## src/rtl/ysyx_23060111_pkg.sv

```systemverilog
// ysyx_23060111_pkg: opcode constants, immediate-type encoding and ebreak word for the decode stage
package ysyx_23060111_pkg;
  localparam logic [6:0] OP_LUI    = 7'b0110111;
  localparam logic [6:0] OP_AUIPC  = 7'b0010111;
  localparam logic [6:0] OP_JAL    = 7'b1101111;
  localparam logic [6:0] OP_JALR   = 7'b1100111;
  localparam logic [6:0] OP_IMM    = 7'b0010011;
  localparam logic [6:0] OP_LOAD   = 7'b0000011;
  localparam logic [6:0] OP_STORE  = 7'b0100011;
  localparam logic [6:0] OP_BRANCH = 7'b1100011;
  localparam logic [6:0] OP_REG    = 7'b0110011;
  localparam logic [6:0] OP_SYSTEM = 7'b1110011;
  localparam logic [31:0] EBREAK_INST = 32'h00100073;
  typedef enum logic [2:0] {
    IMM_NONE = 3'd0,
    IMM_I    = 3'd1,
    IMM_S    = 3'd2,
    IMM_B    = 3'd3,
    IMM_U    = 3'd4,
    IMM_J    = 3'd5
  } imm_type_e;
endpackage

```

## src/rtl/ysyx_23060111_imm_gen.sv

```systemverilog
// ysyx_23060111_imm_gen: combinational immediate decoder, inst -> sign-extended imm, imm_type, inv_flag
//   i_inst       instruction word
//   o_imm        XLEN-wide sign-extended immediate (0 for R/system/unknown)
//   o_imm_type   NONE/I/S/B/U/J
//   o_inv_flag   opcode not recognised
module ysyx_23060111_imm_gen
  import ysyx_23060111_pkg::*;
#(
  parameter int XLEN = 32
) (
  input  logic [31:0]     i_inst,
  output logic [XLEN-1:0] o_imm,
  output logic [2:0]      o_imm_type,
  output logic            o_inv_flag
);
  logic [6:0]  w_op;
  imm_type_e   w_type;
  logic [31:0] w_imm32;
  assign w_op = i_inst[6:0];
  assign w_type = (w_op == OP_LUI || w_op == OP_AUIPC) ? IMM_U :
                  (w_op == OP_JAL) ? IMM_J :
                  (w_op == OP_IMM || w_op == OP_JALR || w_op == OP_LOAD) ? IMM_I :
                  (w_op == OP_STORE) ? IMM_S :
                  (w_op == OP_BRANCH) ? IMM_B : IMM_NONE;
  assign o_inv_flag = (w_type == IMM_NONE) && !(w_op == OP_REG || w_op == OP_SYSTEM);
  assign w_imm32 = (w_type == IMM_U) ? {i_inst[31:12], 12'b0} :
                   (w_type == IMM_J) ? {{11{i_inst[31]}}, i_inst[31], i_inst[19:12], i_inst[20], i_inst[30:21], 1'b0} :
                   (w_type == IMM_I) ? {{20{i_inst[31]}}, i_inst[31:20]} :
                   (w_type == IMM_S) ? {{20{i_inst[31]}}, i_inst[31:25], i_inst[11:7]} :
                   (w_type == IMM_B) ? {{19{i_inst[31]}}, i_inst[31], i_inst[7], i_inst[30:25], i_inst[11:8], 1'b0} :
                   32'b0;
  // every 32-bit form already carries its sign in bit 31, so widening to XLEN is a plain sign extension
  assign o_imm = XLEN'($signed(w_imm32));
  assign o_imm_type = w_type;
endmodule

```

## src/rtl/ysyx_23060111_idu_stage.sv

```systemverilog
// ysyx_23060111_idu_stage: pipelined RV32/RV64 decode stage with a DEPTH-entry registered output queue
//   in_valid/in_ready/in_inst/in_pc   IFU side handshake
//   out_valid/out_ready/out_pc/...    EXU side, head entry of the queue (registered)
//   flush                             drops queue contents and the current input
module ysyx_23060111_idu_stage
  import ysyx_23060111_pkg::*;
#(
  parameter int XLEN   = 32,
  parameter int NR_REG = 32,
  parameter int DEPTH  = 2
) (
  input  logic            clk,
  input  logic            rst,
  input  logic            flush,
  input  logic            in_valid,
  output logic            in_ready,
  input  logic [31:0]     in_inst,
  input  logic [XLEN-1:0] in_pc,
  output logic            out_valid,
  input  logic            out_ready,
  output logic [XLEN-1:0] out_pc,
  output logic [6:0]      opcode,
  output logic [4:0]      rd,
  output logic [2:0]      funct3,
  output logic [4:0]      rs1,
  output logic [4:0]      rs2,
  output logic [6:0]      funct7,
  output logic [XLEN-1:0] imm,
  output logic [2:0]      imm_type,
  output logic            inv_flag,
  output logic            reg_fault,
  output logic            is_ebreak
);
  localparam int AW = DEPTH > 1 ? $clog2(DEPTH) : 1;
  localparam int CW = $clog2(DEPTH + 1);
  localparam int EW = 2 * XLEN + 37;
  logic [XLEN-1:0] w_imm;
  logic [2:0]      w_imm_type;
  logic            w_inv, w_fault, w_use_rd, w_use_rs1, w_use_rs2;
  logic            w_push, w_pop, w_load, w_from_in;
  logic [EW-1:0]   w_entry;
  logic [EW-1:0]   r_q [DEPTH];
  logic [EW-1:0]   r_head;
  logic [31:0]     w_out_inst;
  logic [AW-1:0]   r_rd, r_wr, w_rd_n;
  logic [CW-1:0]   r_cnt, w_cnt_n;
  function automatic logic [AW-1:0] inc(input logic [AW-1:0] p);
    return p == AW'(DEPTH - 1) ? '0 : p + 1'b1;
  endfunction
  ysyx_23060111_imm_gen #(.XLEN(XLEN)) u_imm_gen (
    .i_inst     (in_inst),
    .o_imm      (w_imm),
    .o_imm_type (w_imm_type),
    .o_inv_flag (w_inv)
  );
  assign w_use_rd  = w_imm_type == IMM_U || w_imm_type == IMM_J || w_imm_type == IMM_I || in_inst[6:0] == OP_REG;
  assign w_use_rs1 = w_imm_type == IMM_I || w_imm_type == IMM_S || w_imm_type == IMM_B || in_inst[6:0] == OP_REG;
  assign w_use_rs2 = w_imm_type == IMM_S || w_imm_type == IMM_B || in_inst[6:0] == OP_REG;
  // with 16 registers any used index with bit 4 set is outside the register file
  assign w_fault = (NR_REG == 16) && !w_inv &&
                   ((w_use_rd && in_inst[11]) || (w_use_rs1 && in_inst[19]) || (w_use_rs2 && in_inst[24]));
  assign w_entry   = {in_pc, in_inst, w_imm, w_imm_type, w_inv, w_fault};
  assign in_ready  = (r_cnt < CW'(DEPTH)) && !rst;
  assign out_valid = r_cnt != '0;
  assign w_push    = in_valid && in_ready && !flush;
  assign w_pop     = out_valid && out_ready && !flush;
  assign w_rd_n    = w_pop ? inc(r_rd) : r_rd;
  assign w_cnt_n   = r_cnt + CW'(w_push) - CW'(w_pop);
  // head register reloads when the head changes and something remains; otherwise it holds its last value
  assign w_load    = (w_pop || r_cnt == '0) && w_cnt_n != '0;
  // the queue is empty once the pop is taken, so the incoming entry becomes the head directly
  assign w_from_in = r_cnt == CW'(w_pop);
  always_ff @(posedge clk) begin
    if (w_push) r_q[r_wr] <= w_entry;
  end
  always_ff @(posedge clk) begin
    if (rst) begin
      r_rd   <= '0;
      r_wr   <= '0;
      r_cnt  <= '0;
      r_head <= '0;
    end else if (flush) begin
      r_rd  <= '0;
      r_wr  <= '0;
      r_cnt <= '0;
    end else begin
      if (w_push) r_wr <= inc(r_wr);
      r_rd  <= w_rd_n;
      r_cnt <= w_cnt_n;
      if (w_load) r_head <= w_from_in ? w_entry : r_q[w_rd_n];
    end
  end
  assign out_pc     = r_head[EW-1 -: XLEN];
  assign w_out_inst = r_head[XLEN+36 -: 32];
  assign imm        = r_head[XLEN+4 -: XLEN];
  assign imm_type   = r_head[4:2];
  assign inv_flag   = r_head[1];
  assign reg_fault  = r_head[0];
  assign opcode     = w_out_inst[6:0];
  assign rd         = w_out_inst[11:7];
  assign funct3     = w_out_inst[14:12];
  assign rs1        = w_out_inst[19:15];
  assign rs2        = w_out_inst[24:20];
  assign funct7     = w_out_inst[31:25];
  assign is_ebreak  = w_out_inst == EBREAK_INST;
endmodule

```

## config.mk

```make
export PLATFORM = sky130hd
export DESIGN_NAME = ysyx_23060111_idu_stage
export DESIGN_NICKNAME = d
export VERILOG_FILES = /design/src/rtl/ysyx_23060111_pkg.sv /design/src/rtl/ysyx_23060111_imm_gen.sv /design/src/rtl/ysyx_23060111_idu_stage.sv
export SDC_FILE = /design/constraint.sdc
export NUM_CORES = 1
export LEC_CHECK = 0
export CORE_MARGIN = 5
export CORE_UTILIZATION = 47
export DETAILED_ROUTE_END_ITERATION = 6
export GPL_ROUTABILITY_DRIVEN = 1
export HOLD_SLACK_MARGIN = 0.03
export PLACE_DENSITY_LB_ADDON = 0.2
export SETUP_SLACK_MARGIN = 0.4
export SLEW_MARGIN = 20
export SYNTH_ARGS = -nofsm -noshare
export SYNTH_HDL_FRONTEND = slang
export SYNTH_HIERARCHICAL = 1
export SYNTH_SLANG_ARGS = --single-unit
```

## constraint.sdc

```tcl
create_clock -name clk -period 6 [get_ports clk]
set_clock_uncertainty 0.1 [all_clocks]
set_input_delay 1.2 -clock clk [delete_from_list [all_inputs] [get_ports clk]]
set_output_delay 1.2 -clock clk [all_outputs]
set_load 0.03 [all_outputs]
```

# Word level (Yosys, flattened, before mapping)
# Memories as Yosys holds them, arrays and structs flattened.
# Index checks and enable logic that the tools add are counted.
# word_totals
regBits	105
ram_bits	200
input_bits	69
output_inout_bits	104
word_cells	65
memories	1
# mem_list
memory	words	width	read_ports	rd_clocked_by_memory_dff	write_ports	line_no	rtl
r_q	2	100	1	0	1	ysyx_23060111_idu_stage.sv:42	logic [EW-1:0] r_q [DEPTH];
# op_classes
addsub	4
n_lt_le_gt_ge	1
n_eq_ne	17
mux	16
bitwise	1
reduce_logical	21
# ops
cell	count
$mux W32	5
$mux W101	1
$eq A32 B21 Y1 const B	1
$eq A7 B7 Y1 const B	4
$eq A7 B6 Y1 const B	3
$eq A7 B5 Y1 const B	2
$mux W3	4
$eq A7 B2 Y1 const B	1
$logic_and A1 B1 Y1	7
$eq A3 B2 Y1 const B	2
$eq A3 B3 Y1 const B	2
$logic_or A1 B1 Y1	5
$mux W1	5
$reduce_bool A2 Y1	2
$eq A3 B1 Y1 const B	1
$logic_not A1 Y1	3
$logic_not A3 Y1	1
$add A1 B1 Y1 const B	2
$add A2 B1 Y2	1
$eq A2 B1 Y1	1
$logic_not A2 Y1	1
$lt A2 B2 Y1 const B	1
$mux W2	1
$reduce_and A2 Y1	1
3 further kinds	3

# Logic depth before layout (Yosys ltp)
# Gate-level depths: netlist of run 1.
# logic_depth
word_depth	13
mapped_depth	12
ltp_nobuf	9

# Cells and area by module
# Netlist of run 1, hierarchy kept.
# by_module_without_submodules
mod	instances	cells_each	area_each_um2	seq_area_each_um2
ysyx_23060111_idu_stage	1	832	12036.5	8087.8
ysyx_23060111_imm_gen	1	73	579.3	0.0

# Worst setup path after synthesis of run 1
# OpenSTA, ideal clock, no wires.
# synth_path
path_kind	input-to-reg
from	input port rst
to	memory r_q[0][0] (netlist bit) (enable)
setup_time_ns	0.572
t_arrival_ns	6.361
required_ns	5.328
slack_ns	-1.032
stages	3
path_buffers	0
path_cell_list	nor2_1 and3_1 nor2b_1
# synth_via
elab_chain_len	6
# synth_rtl
item	line_no	rtl
from (decl)	ysyx_23060111_idu_stage.sv:13	input logic rst,
$logic_not A1 Y1	ysyx_23060111_idu_stage.sv:63	assign in_ready = (r_cnt < CW'(DEPTH)) && !rst;
$logic_and A1 B1 Y1	ysyx_23060111_idu_stage.sv:63	
$logic_and A1 B1 Y1 (2 in a row)	ysyx_23060111_idu_stage.sv:65	assign w_push = in_valid && in_ready && !flush;
named net w_push	ysyx_23060111_idu_stage.sv:40	logic w_push, w_pop, w_load, w_from_in;
$mux W1	ysyx_23060111_idu_stage.sv:74	if (w_push) r_q[r_wr] <= w_entry;
$mux W1 (not written as such)	ysyx_23060111_idu_stage.sv:74	
to (decl)	ysyx_23060111_idu_stage.sv:42	
# The timed path passes the listed nets, and every way through them passes these cells.

# Final worst setup path of run 1
# layout_path
from	input port out_ready
to	register r_head[81]
# layout_via
elab_chain_len	6
elab_cells_between_ends	11
classes_between	1 x add/sub; 1 x eq/ne; 2 x mux; 6 x reduce/logical; 1 x memory
# layout_rtl
item	line_no	rtl
from (decl)	ysyx_23060111_idu_stage.sv:20	input logic out_ready,
$logic_and A1 B1 Y1 (*) (2 in a row)	ysyx_23060111_idu_stage.sv:66	assign w_pop = out_valid && out_ready && !flush;
$sub A2 B1 Y2	ysyx_23060111_idu_stage.sv:68	assign w_cnt_n = r_cnt + CW'(w_push) - CW'(w_pop);
$reduce_bool A2 Y1	ysyx_23060111_idu_stage.sv:70	assign w_load = (w_pop || r_cnt == '0) && w_cnt_n != '0;
$logic_and A1 B1 Y1	ysyx_23060111_idu_stage.sv:70	
$reduce_and A2 Y1 (no line)	--	
to (signal assigned)	ysyx_23060111_idu_stage.sv:90	if (w_load) r_head <= w_from_in ? w_entry : r_q[w_rd_n];
to (decl)	ysyx_23060111_idu_stage.sv:43	logic [EW-1:0] r_head;
# Every way passes the cells marked *; elsewhere a longest branch is shown, timed or not.
# A chain may end at the register's enable or synchronous reset.

==> flow_summary.yaml, run 1 <==
logic_synthesis:
  synth_async_sr_flop_share_pct: 0
  synthDistinctLibCells: 50
  synth.largest_area_cell: "edfxtp_1"
  synth_fp_nets: 976
  yosysTopAreaCellShare_pct: 47.6
  postSynthRegisterBits: 304
  ys_warn_count: 6
  synthTopCellsByArea: "edfxtp_1 (48%), dfxtp_1 (17%), o32ai_1 (14%)"
  synth_cells: 905
  synth_seq_area_share_pct: 64.1
  synth_enable_flop_cells: 200
  synth_top_flop_cell: "edfxtp_1"
  syn_area_sq_um: 12600
  synthesis.area_per_instance_sq_um: 13.9
timing:
  final-max-slew-violation-count: 0
  max_slew.worst_pin.slew_ns: 0.936
  final-hold-violation-count: 0
  worst_slew_margin_rel_pct: 37.3
  grt_setup_unrepaired: "false"
  fmax_mhz: 221
  fin_crit_sh_pct: 75.5
  setup_viol_count_final: 0
  setup_ws_ns: 1.47
  setup_tns_ns: 0
  clock_period_minus_final_worst_setup_slack_ns: 4.53
critical_path:
  critical_path_class: "input pin to flop"
  cp-endpoint: "r_head[81]$_SDFFE_PP0P_"
  r2r.worst_path.cells: 10
  crit_path_start_kind: "input pin"
  worstPathMaxFanout: 40
  regToRegEndpoint: "r_head[81]$_SDFFE_PP0P_"
  cp.arrival_ns: 4.77
  crit_path_end_kind: "flop"
  r2r_slack_ns: 2.24
  worstPathRequired_ns: 6.24
  timing.critical_path.from: "out_ready"
  launch_instance_of_the_worst_register_to_register_path: "r_cnt[1]$_SDFF_PP0_"
power_and_ir_drop:
  combPwrFrac_pct: 8.0
  power.share.sequential_pct: 49.8
  static_power_due_to_leakage_nw: 4.61
  netSwitchingFraction_pct: 22.7
  power.density_nw_per_um2: 307
  internal-power_mw: 3.57
  switching_power_mw: 1.05
  peakVddDrop_uv: 261
  power.share.clock_pct: 42.2
floorplan:
  starting_density_pct: 47.2
  floorplan.rows: 60
  dieHeight_microns: 174
  chipWidth_microns: 174
  fp.dieArea_sq_um: 30200
  core_area_sq_um: 26700
  io_pins: 173
placement:
  detailed_place_hpwl_microns: 18600
  postPlaceCellArea_sq_um: 14000
  worst_setup_timing_slack_at_the_placement_stage_ns: 0.943
  globalplace.congestion: 0.771
  port-buffer-count: 171
layout:
  most_used_cells_in_the_layout_excluding_fill_and_tap_cells: "o32ai_1 (200), edfxtp_1 (200), clkdlybuf4s50_1 (171)"
  layout-drive-gt1-share_pct: 8.22
  antenna-diode-count: 0
  fillerInstances: 2205
  area_delta_synth_final_pct: 19.3
  fin_nets: 1117
  final_area_sq_um: 15100
clock_network:
  cts-root-to-sink-buffers: 3
  cts_hold_bufs: 0
  numCtsBuffers: 34
  cts_htree_levels: 2
  tritoncts: "done"
  cts_root_buffer: "clkbuf_16"
  cts_setup_buffers: 0
  cts.clk_slew.worst_paths_ns: 0.06
  clock_latency_ns: 0.51
  ctsResizeCount: 0
  cts.sink_count: 304
route:
  num_vias: 8573
  drtAntennaViolNets: 0
  route.detailed.drc: 0
  1st_pass_router_iterations: 5
  detail_route.vias_per_cell: 6.07
  post_detailed_routing_wire_length_microns: 32600
  drt_first_iter_violations: 865
  wl_per_cell_microns: 23.1
outcome:
  outcome: "finished clean"
grt:
  grt_max_degree: 101
  first_global_vias: 8494
  overflow: 0
  grt_antenna_before_repair: 1
  wire_length_of_the_first_global_routing_pass_microns: 50500
  grt.total_usage_pct: 20.7
job:
  timing.max_cap.violations: 0
min_path:
  worst_hold_path_type: "flop to flop"
cell type report:
class / count / area, sq um / share of cell area [%]
clock buffers: 51 / 996 / 6.61
flip-flops and latches: 304 / 8090 / 53.7
well taps: 341 / 427 / 2.83
repair buffers: 187 / 1920 / 12.7
clock inverters: 10 / 57.6 / 0.382
inverters: 106 / 398 / 2.64
multi-input cells: 413 / 3170 / 21.1
cell families after synthesis:
family / synth area share [%]
flops: 64.1
xor+xnor: 0.278
compound gates: 16.5
fa+ha+maj: 0.198
simple gates: 7.22
mux: 0.417
buf+inv: 11.2
other cells: 0.0297
stage by stage:
stage               hold WS (ns)  util (%)  total power, mW  instances
global placement           0.342      52.4             2.71       1351
CTS                        0.355      56.3             4.66       1412
global route               0.376      56.3             4.78       1412
finish                     0.352      56.3             4.62       1412
detailed placement         0.345      52.4             2.72       1351
floorplan                  0.438         -             2.57        905
registers in the layout (all words and copies together), names as in the netlist:
| register | count |
|---|---|
| r_q | 200 |
| r_head | 100 |
| r_cnt | 2 |
| r_rd | 1 |
| r_wr | 1 |
power groups by stage:
stage	combinational (mW)	sequential, mW	clock, mW
2_1_floorplan	0.187	2.39	0
3_5_place_dp	0.370	2.35	0
6_report	0.371	2.30	1.95
4_1_cts	0.372	2.30	1.99
5_1_grt	0.395	2.31	2.08
3_3_place_gp	0.367	2.34	0
how the worst min path moves through the flow:
| stage | to | from | cells past startpoint | slack [ns] |
|---|---|---|---|---|
| detailed placement | r_head[69]$_SDFFE_PP0P_ | r_head[69]$_SDFFE_PP0P_ | 2 | 0.35 |
| floorplan | r_wr$_SDFFE_PP0N_ | r_wr$_SDFFE_PP0N_ | 2 | 0.44 |
| global placement | r_head[75]$_SDFFE_PP0P_ | r_head[75]$_SDFFE_PP0P_ | 2 | 0.34 |
| global route | r_head[69]$_SDFFE_PP0P_ | r_head[69]$_SDFFE_PP0P_ | 2 | 0.38 |
| CTS | r_head[75]$_SDFFE_PP0P_ | r_head[75]$_SDFFE_PP0P_ | 2 | 0.36 |
| finish | r_head[79]$_SDFFE_PP0P_ | r_head[79]$_SDFFE_PP0P_ | 2 | 0.35 |
worst max-delay path, stage by stage:
cell	delay, ns
clkdlybuf4s50_1	0.56
nor2b_2	0.37
and2_2	0.23
ha_1	0.20
inv_1	0.11
ha_1	0.20
xnor2_1	0.28
mux2i_1	0.43
a31o_4	0.62
buf_4	0.39
o32ai_1	0.14
synthesized netlist by cell type (5+ instances only):
master	number
nor3_1	103
nor2_1	9
a21o_1	18
edfxtp_1	200
o32ai_1	200
and2_1	8
a22o_1	5
nor4_1	9
nand2_1	6
dfxtp_1	104
buf_6	28
clkbuf_8	48
inv_1	106
routing by layer:
layer  global-route usage [%]  share of wire [%]  vias up
met2                     33.1                 47      316
met3                     3.66                6.3       50
met1                     29.5                 44     4323
li1                         -                  -     3882
met5                        0              0.058        -
met4                     5.58                2.1        2
Power figures use the tool's default switching activity.
==> run 2, diff against run 1 <==
- clock period: 6 -> 4.5 ns (I/O delays scaled with it)
==> flow_summary.yaml, run 2 (synthesized netlist as in run 1, its figures left out) <==
outcome:
  outcome: "finished clean"
timing:
  fin_crit_sh_pct: 83.4
  timing.hold.ws_ns: 0.355
  grt_setup_unrepaired: "false"
  worst_slew_margin_rel_pct: 47.4
  final-max-slew-violation-count: 0
  setup_viol_count_final: 0
  fmax_mhz: 267
  setup_tns_ns: 0
  max_slew.worst_pin.slew_ns: 0.788
  final-hold-violation-count: 0
  clock_period_minus_final_worst_setup_slack_ns: 3.75
  setup_ws_ns: 0.749
critical_path:
  crit_cells: 11
  critical-path-slowest-cell: "clkdlybuf4s50_1"
  family_with_the_most_delay_on_the_worst_path: "buffers and inverters"
  launch_instance_of_the_worst_register_to_register_path: "r_cnt[1]$_SDFF_PP0_"
  crit_chain: "clkdlybuf4s50_1 -> nor2b_2 -> and2_2 -> ha_1 -> inv_1 -> ha_1 -> xnor2_1 -> mux2i_1 -> o2111ai_4 -> buf_12 -> o32ai_1"
  worstPathMaxFanout: 53
  worst_path_max_stage_delay_ns: 0.48
  cp.arrival_ns: 4.05
  cp-endpoint: "r_head[23]$_SDFFE_PP0P_"
  critical_path_class: "input pin to flop"
  regToRegEndpoint: "r_head[23]$_SDFFE_PP0P_"
  r2r_slack_ns: 1.09
  critPathMostFrequentCell: "ha_1"
  worstPathRequired_ns: 4.80
  r2r.worst_path.cells: 10
  crit_path_end_kind: "flop"
  cp_num_buf_inv: 3
  crit_path_start_kind: "input pin"
  timing.critical_path.from: "out_ready"
layout:
  register_with_the_most_flip_flops: "r_q"
  most_used_cells_in_the_layout_excluding_fill_and_tap_cells: "o32ai_1 (200), edfxtp_1 (200), clkdlybuf4s50_1 (171)"
  fin_nets: 1124
  antenna-diode-count: 0
  final_util_pct: 56.9
  layout-drive-gt1-share_pct: 8.35
  final_area_sq_um: 15200
  largest_reg_flops: 200
  area_delta_synth_final_pct: 20.6
  largestRegisters: "r_q x200, r_head x100, r_cnt x2"
floorplan:
  chipWidth_microns: 174
  floorplan.rows: 60
  dieHeight_microns: 174
  starting_density_pct: 47.2
  fp.dieArea_sq_um: 30200
  io_pins: 173
  core_area_sq_um: 26700
power_and_ir_drop:
  peakVddDrop_uv: 324
  static_power_due_to_leakage_nw: 4.68
  power.density_nw_per_um2: 408
placement:
  detailed_place_hpwl_microns: 18800
  globalplace.congestion: 0.779
  postPlaceCellArea_sq_um: 14200
  worst_setup_timing_slack_at_the_placement_stage_ns: 0.265
  port-buffer-count: 171
clock_network:
  cts-root-to-sink-buffers: 3
  cts.clk_slew.worst_paths_ns: 0.06
  cts.sink_count: 304
  cts_hold_bufs: 0
  cts_htree_levels: 2
  cts_root_buffer: "clkbuf_16"
  clock_latency_ns: 0.50
  ctsResizeCount: 0
  tritoncts: "done"
  numCtsBuffers: 34
  cts_setup_buffers: 0
min_path:
  worst_hold_path_type: "flop to flop"
route:
  post_detailed_routing_wire_length_microns: 32500
  drt_first_iter_violations: 797
  wl_per_cell_microns: 22.9
  detail_route.vias_per_cell: 5.99
  route.detailed.drc: 0
  drtAntennaViolNets: 0
  1st_pass_router_iterations: 5
  num_vias: 8497
grt:
  grt_max_degree: 101
  grt_antenna_before_repair: 1
  grt.total_usage_pct: 20.8
  wire_length_of_the_first_global_routing_pass_microns: 50400
  overflow: 0
  first_global_vias: 8439
job:
  timing.max_cap.violations: 0
==> run 2: worst min-delay path: cells and delay by family (launching register included) <==
family	cells	cell delay, ns
buffers and inverters	1	0.05
AOI/OAI and AO/OA	1	0.05
DFF	1	0.31
==> run 2: per-stage QoR <==
step | total power [mW] | cells
floorplan | 3.43 | 905
global placement | 3.63 | 1358
detailed placement | 3.63 | 1358
CTS | 6.26 | 1419
global route | 6.43 | 1419
finish | 6.21 | 1419
==> run 2: cell type report <==
class	instances	area (sq um)
clock buffer	53	983
inverter	106	398
fill	2202	11500
sequential	304	8090
tap	341	427
clock inverter	8	70.1
multi-input combinational	413	3170
timing repair buffer	194	2070
==> run 2: power breakdown <==
group	total, mW	internal [mW]	switching (mW)
clock	2.63	1.56	1.07
combinational	0.506	0.200	0.306
sequential	3.07	3.03	0.0331
==> run 2: worst min path at each step <==
stage	from	end	slack, ns	cells past startpoint
after floorplan	r_wr$_SDFFE_PP0N_	r_wr$_SDFFE_PP0N_	0.46	2
after global placement	r_head[30]$_SDFFE_PP0P_	r_head[30]$_SDFFE_PP0P_	0.34	2
after detailed placement	r_head[70]$_SDFFE_PP0P_	r_head[70]$_SDFFE_PP0P_	0.35	2
after CTS	r_head[69]$_SDFFE_PP0P_	r_head[69]$_SDFFE_PP0P_	0.36	2
after global routing	r_head[33]$_SDFFE_PP0P_	r_head[33]$_SDFFE_PP0P_	0.38	2
final	r_head[69]$_SDFFE_PP0P_	r_head[69]$_SDFFE_PP0P_	0.35	2
==> run 2: per-layer routing <==
| metal | wire length, microns | vias to the layer above | track usage, % | share of wire (%) |
|---|---|---|---|---|
| met5 | 20 | - | 0 | 0.061 |
| met4 | 713 | 2 | 5.87 | 2.2 |
| met3 | 2100 | 46 | 3.84 | 6.4 |
| met2 | 15500 | 310 | 32.8 | 48 |
| met1 | 14200 | 4248 | 29.7 | 44 |
| li1 | - | 3891 | - | - |
==> run 3, diff against run 2 <==
- clock period: 4.5 -> 3.1 ns (I/O delays scaled with it)
==> flow_summary.yaml, run 3 (synthesized netlist as in run 1, its figures left out) <==
placement:
  globalplace.congestion: 0.819
  port-buffer-count: 171
  detailed_place_hpwl_microns: 20400
power_and_ir_drop:
  power.total_mw: 9.40
  static_power_due_to_leakage_nw: 5.48
  peakVddDrop_uv: 369
  power.density_nw_per_um2: 547
route:
  drtAntennaViolNets: 0
  detail_route.vias_per_cell: 6.15
  wl_per_cell_microns: 24.9
  1st_pass_router_iterations: 5
  route.detailed.drc: 0
  post_detailed_routing_wire_length_microns: 37000
  num_vias: 9138
  drt_first_iter_violations: 762
grt:
  overflow: 0
  grt_max_degree: 70
  first_global_vias: 9021
  grt.total_usage_pct: 22.2
  grt_antenna_before_repair: 1
  wire_length_of_the_first_global_routing_pass_microns: 53600
layout:
  layout.cells.most_common: "edfxtp_1"
  fin_nets: 1189
  register_with_the_most_flip_flops: "r_q"
  most_used_cells_in_the_layout_excluding_fill_and_tap_cells: "edfxtp_1 (200), clkdlybuf4s50_1 (168), o32ai_1 (111)"
  layout-drive-gt1-share_pct: 23.4
  final_util_pct: 64.3
  area_delta_synth_final_pct: 36.1
  largest_reg_flops: 200
  largestRegisters: "r_q x200, r_head x100, r_cnt x2"
timing:
  worst_slew_margin_rel_pct: 62.3
  grt_setup_unrepaired: "true"
  final-max-slew-violation-count: 0
  fmax_mhz: 365
  max_slew.worst_pin.slew_ns: 0.560
  setup_tns_ns: 0
  clock_period_minus_final_worst_setup_slack_ns: 2.74
  fin_crit_sh_pct: 88.3
  setup_viol_count_final: 0
  final-hold-violation-count: 0
floorplan:
  chipWidth_microns: 174
  floorplan.rows: 60
  starting_density_pct: 47.2
  fp.dieArea_sq_um: 30200
  dieHeight_microns: 174
  core_area_sq_um: 26700
  io_pins: 173
clock_network:
  cts_root_buffer: "clkbuf_16"
  cts-root-to-sink-buffers: 3
  numCtsBuffers: 31
  clock_latency_ns: 0.56
  cts_htree_levels: 1
  tritoncts: "done"
  cts.clk_slew.worst_paths_ns: 0.06
  cts.sink_count: 304
critical_path:
  worstPathRequired_ns: 3.47
  worstPathMaxFanout: 8
  cp.arrival_ns: 3.11
  r2r_slack_ns: 0.36
  crit_path_end_kind: "flop"
  crit_path_start_kind: "flop"
  critical_path_class: "flop to flop"
outcome:
  outcome: "finished clean"
min_path:
  worst_hold_path_type: "flop to flop"
job:
  timing.max_cap.violations: 0
[run 3: cell count changes in the layout (fill, tap and decap cells not counted), moves of 4 or more]
cell / change
nor4_1: -4
buf_12: +15
o32ai_1: -89
o32ai_2: +72
clkinv_2: +5
buf_16: +7
o32ai_4: +17
clkbuf_1: -11
bufinv_16: +4
buf_4: +35
[run 3: power breakdown]
part	leakage (nW)	internal, mW	total, mW	switching, mW
logic	2.35	0.450	1.02	0.570
clock network	0.537	2.37	3.92	1.56
registers	2.58	4.40	4.45	0.0511
[run 3: metrics by stage]
| stage | std cells | worst slack, ns | instance area [sq um] | hold slack (ns) |
|---|---|---|---|---|
| floorplan | 905 | 0.00459 | 12600 | 0.459 |
| global placement | 1397 | -0.211 | 14600 | 0.345 |
| detailed placement | 1397 | -0.319 | 14600 | 0.346 |
| CTS | 1469 | 0.236 | 16200 | 0.356 |
| global route | 1485 | 0.252 | 17200 | 0.383 |
| finish | 1485 | 0.362 | 17200 | 0.358 |
[run 3: worst paths after layout]
path	from	to	depth (start not counted)
worst min register to register	r_head[99]$_SDFFE_PP0P_	r_head[99]$_SDFFE_PP0P_	2
worst min-delay path	r_head[99]$_SDFFE_PP0P_	r_head[99]$_SDFFE_PP0P_	2
worst max-delay path	r_cnt[0]$_SDFF_PP0_	r_head[98]$_SDFFE_PP0P_	15
worst max register to register	r_cnt[0]$_SDFF_PP0_	r_head[98]$_SDFFE_PP0P_	15
[run 3: metal layers]
layer,track usage (%),vias up,wire [microns]
met3,5.04,61,2510
met4,6.63,0,1010
li1,-,4036,-
met2,36.0,384,18200
met5,0,-,0
met1,30.0,4657,15300
[run 3: worst max-delay path, cell delays in order, from the launching register on]
cell and delay (ns):
dfxtp_4 0.34, buf_4 0.12, buf_4 0.14, inv_1 0.15
ha_4 0.23, inv_2 0.07, ha_4 0.20, nor2b_1 0.13
mux2i_1 0.08, buf_4 0.15, buf_4 0.13, a31o_4 0.24
buf_4 0.14, buf_12 0.13, clkbuf_16 0.17, o32ai_2 0.12
[run 3: layout make-up]
class / count / area (sq um)
antenna: 1 / 2.50
tap: 341 / 427
timing repair buffer: 262 / 3040
inverter: 106 / 398
clock buffer: 39 / 856
fill: 1941 / 9550
clock inverter: 19 / 226
sequential: 304 / 8090
multi-input combinational: 413 / 4130
[run 3: timing repair]
| item | in CTS | in global routing |
|---|---|---|
| setup buffers | 7 | 7 |
| cloned | 7 | 8 |
| pin swaps | 12 | 35 |
| gates resized for setup | 48 | 97 |
| endpoints found under the setup margin | 101 | 101 |
| hold buffers | 0 | 0 |
| endpoints found under the hold margin | 0 | 0 |
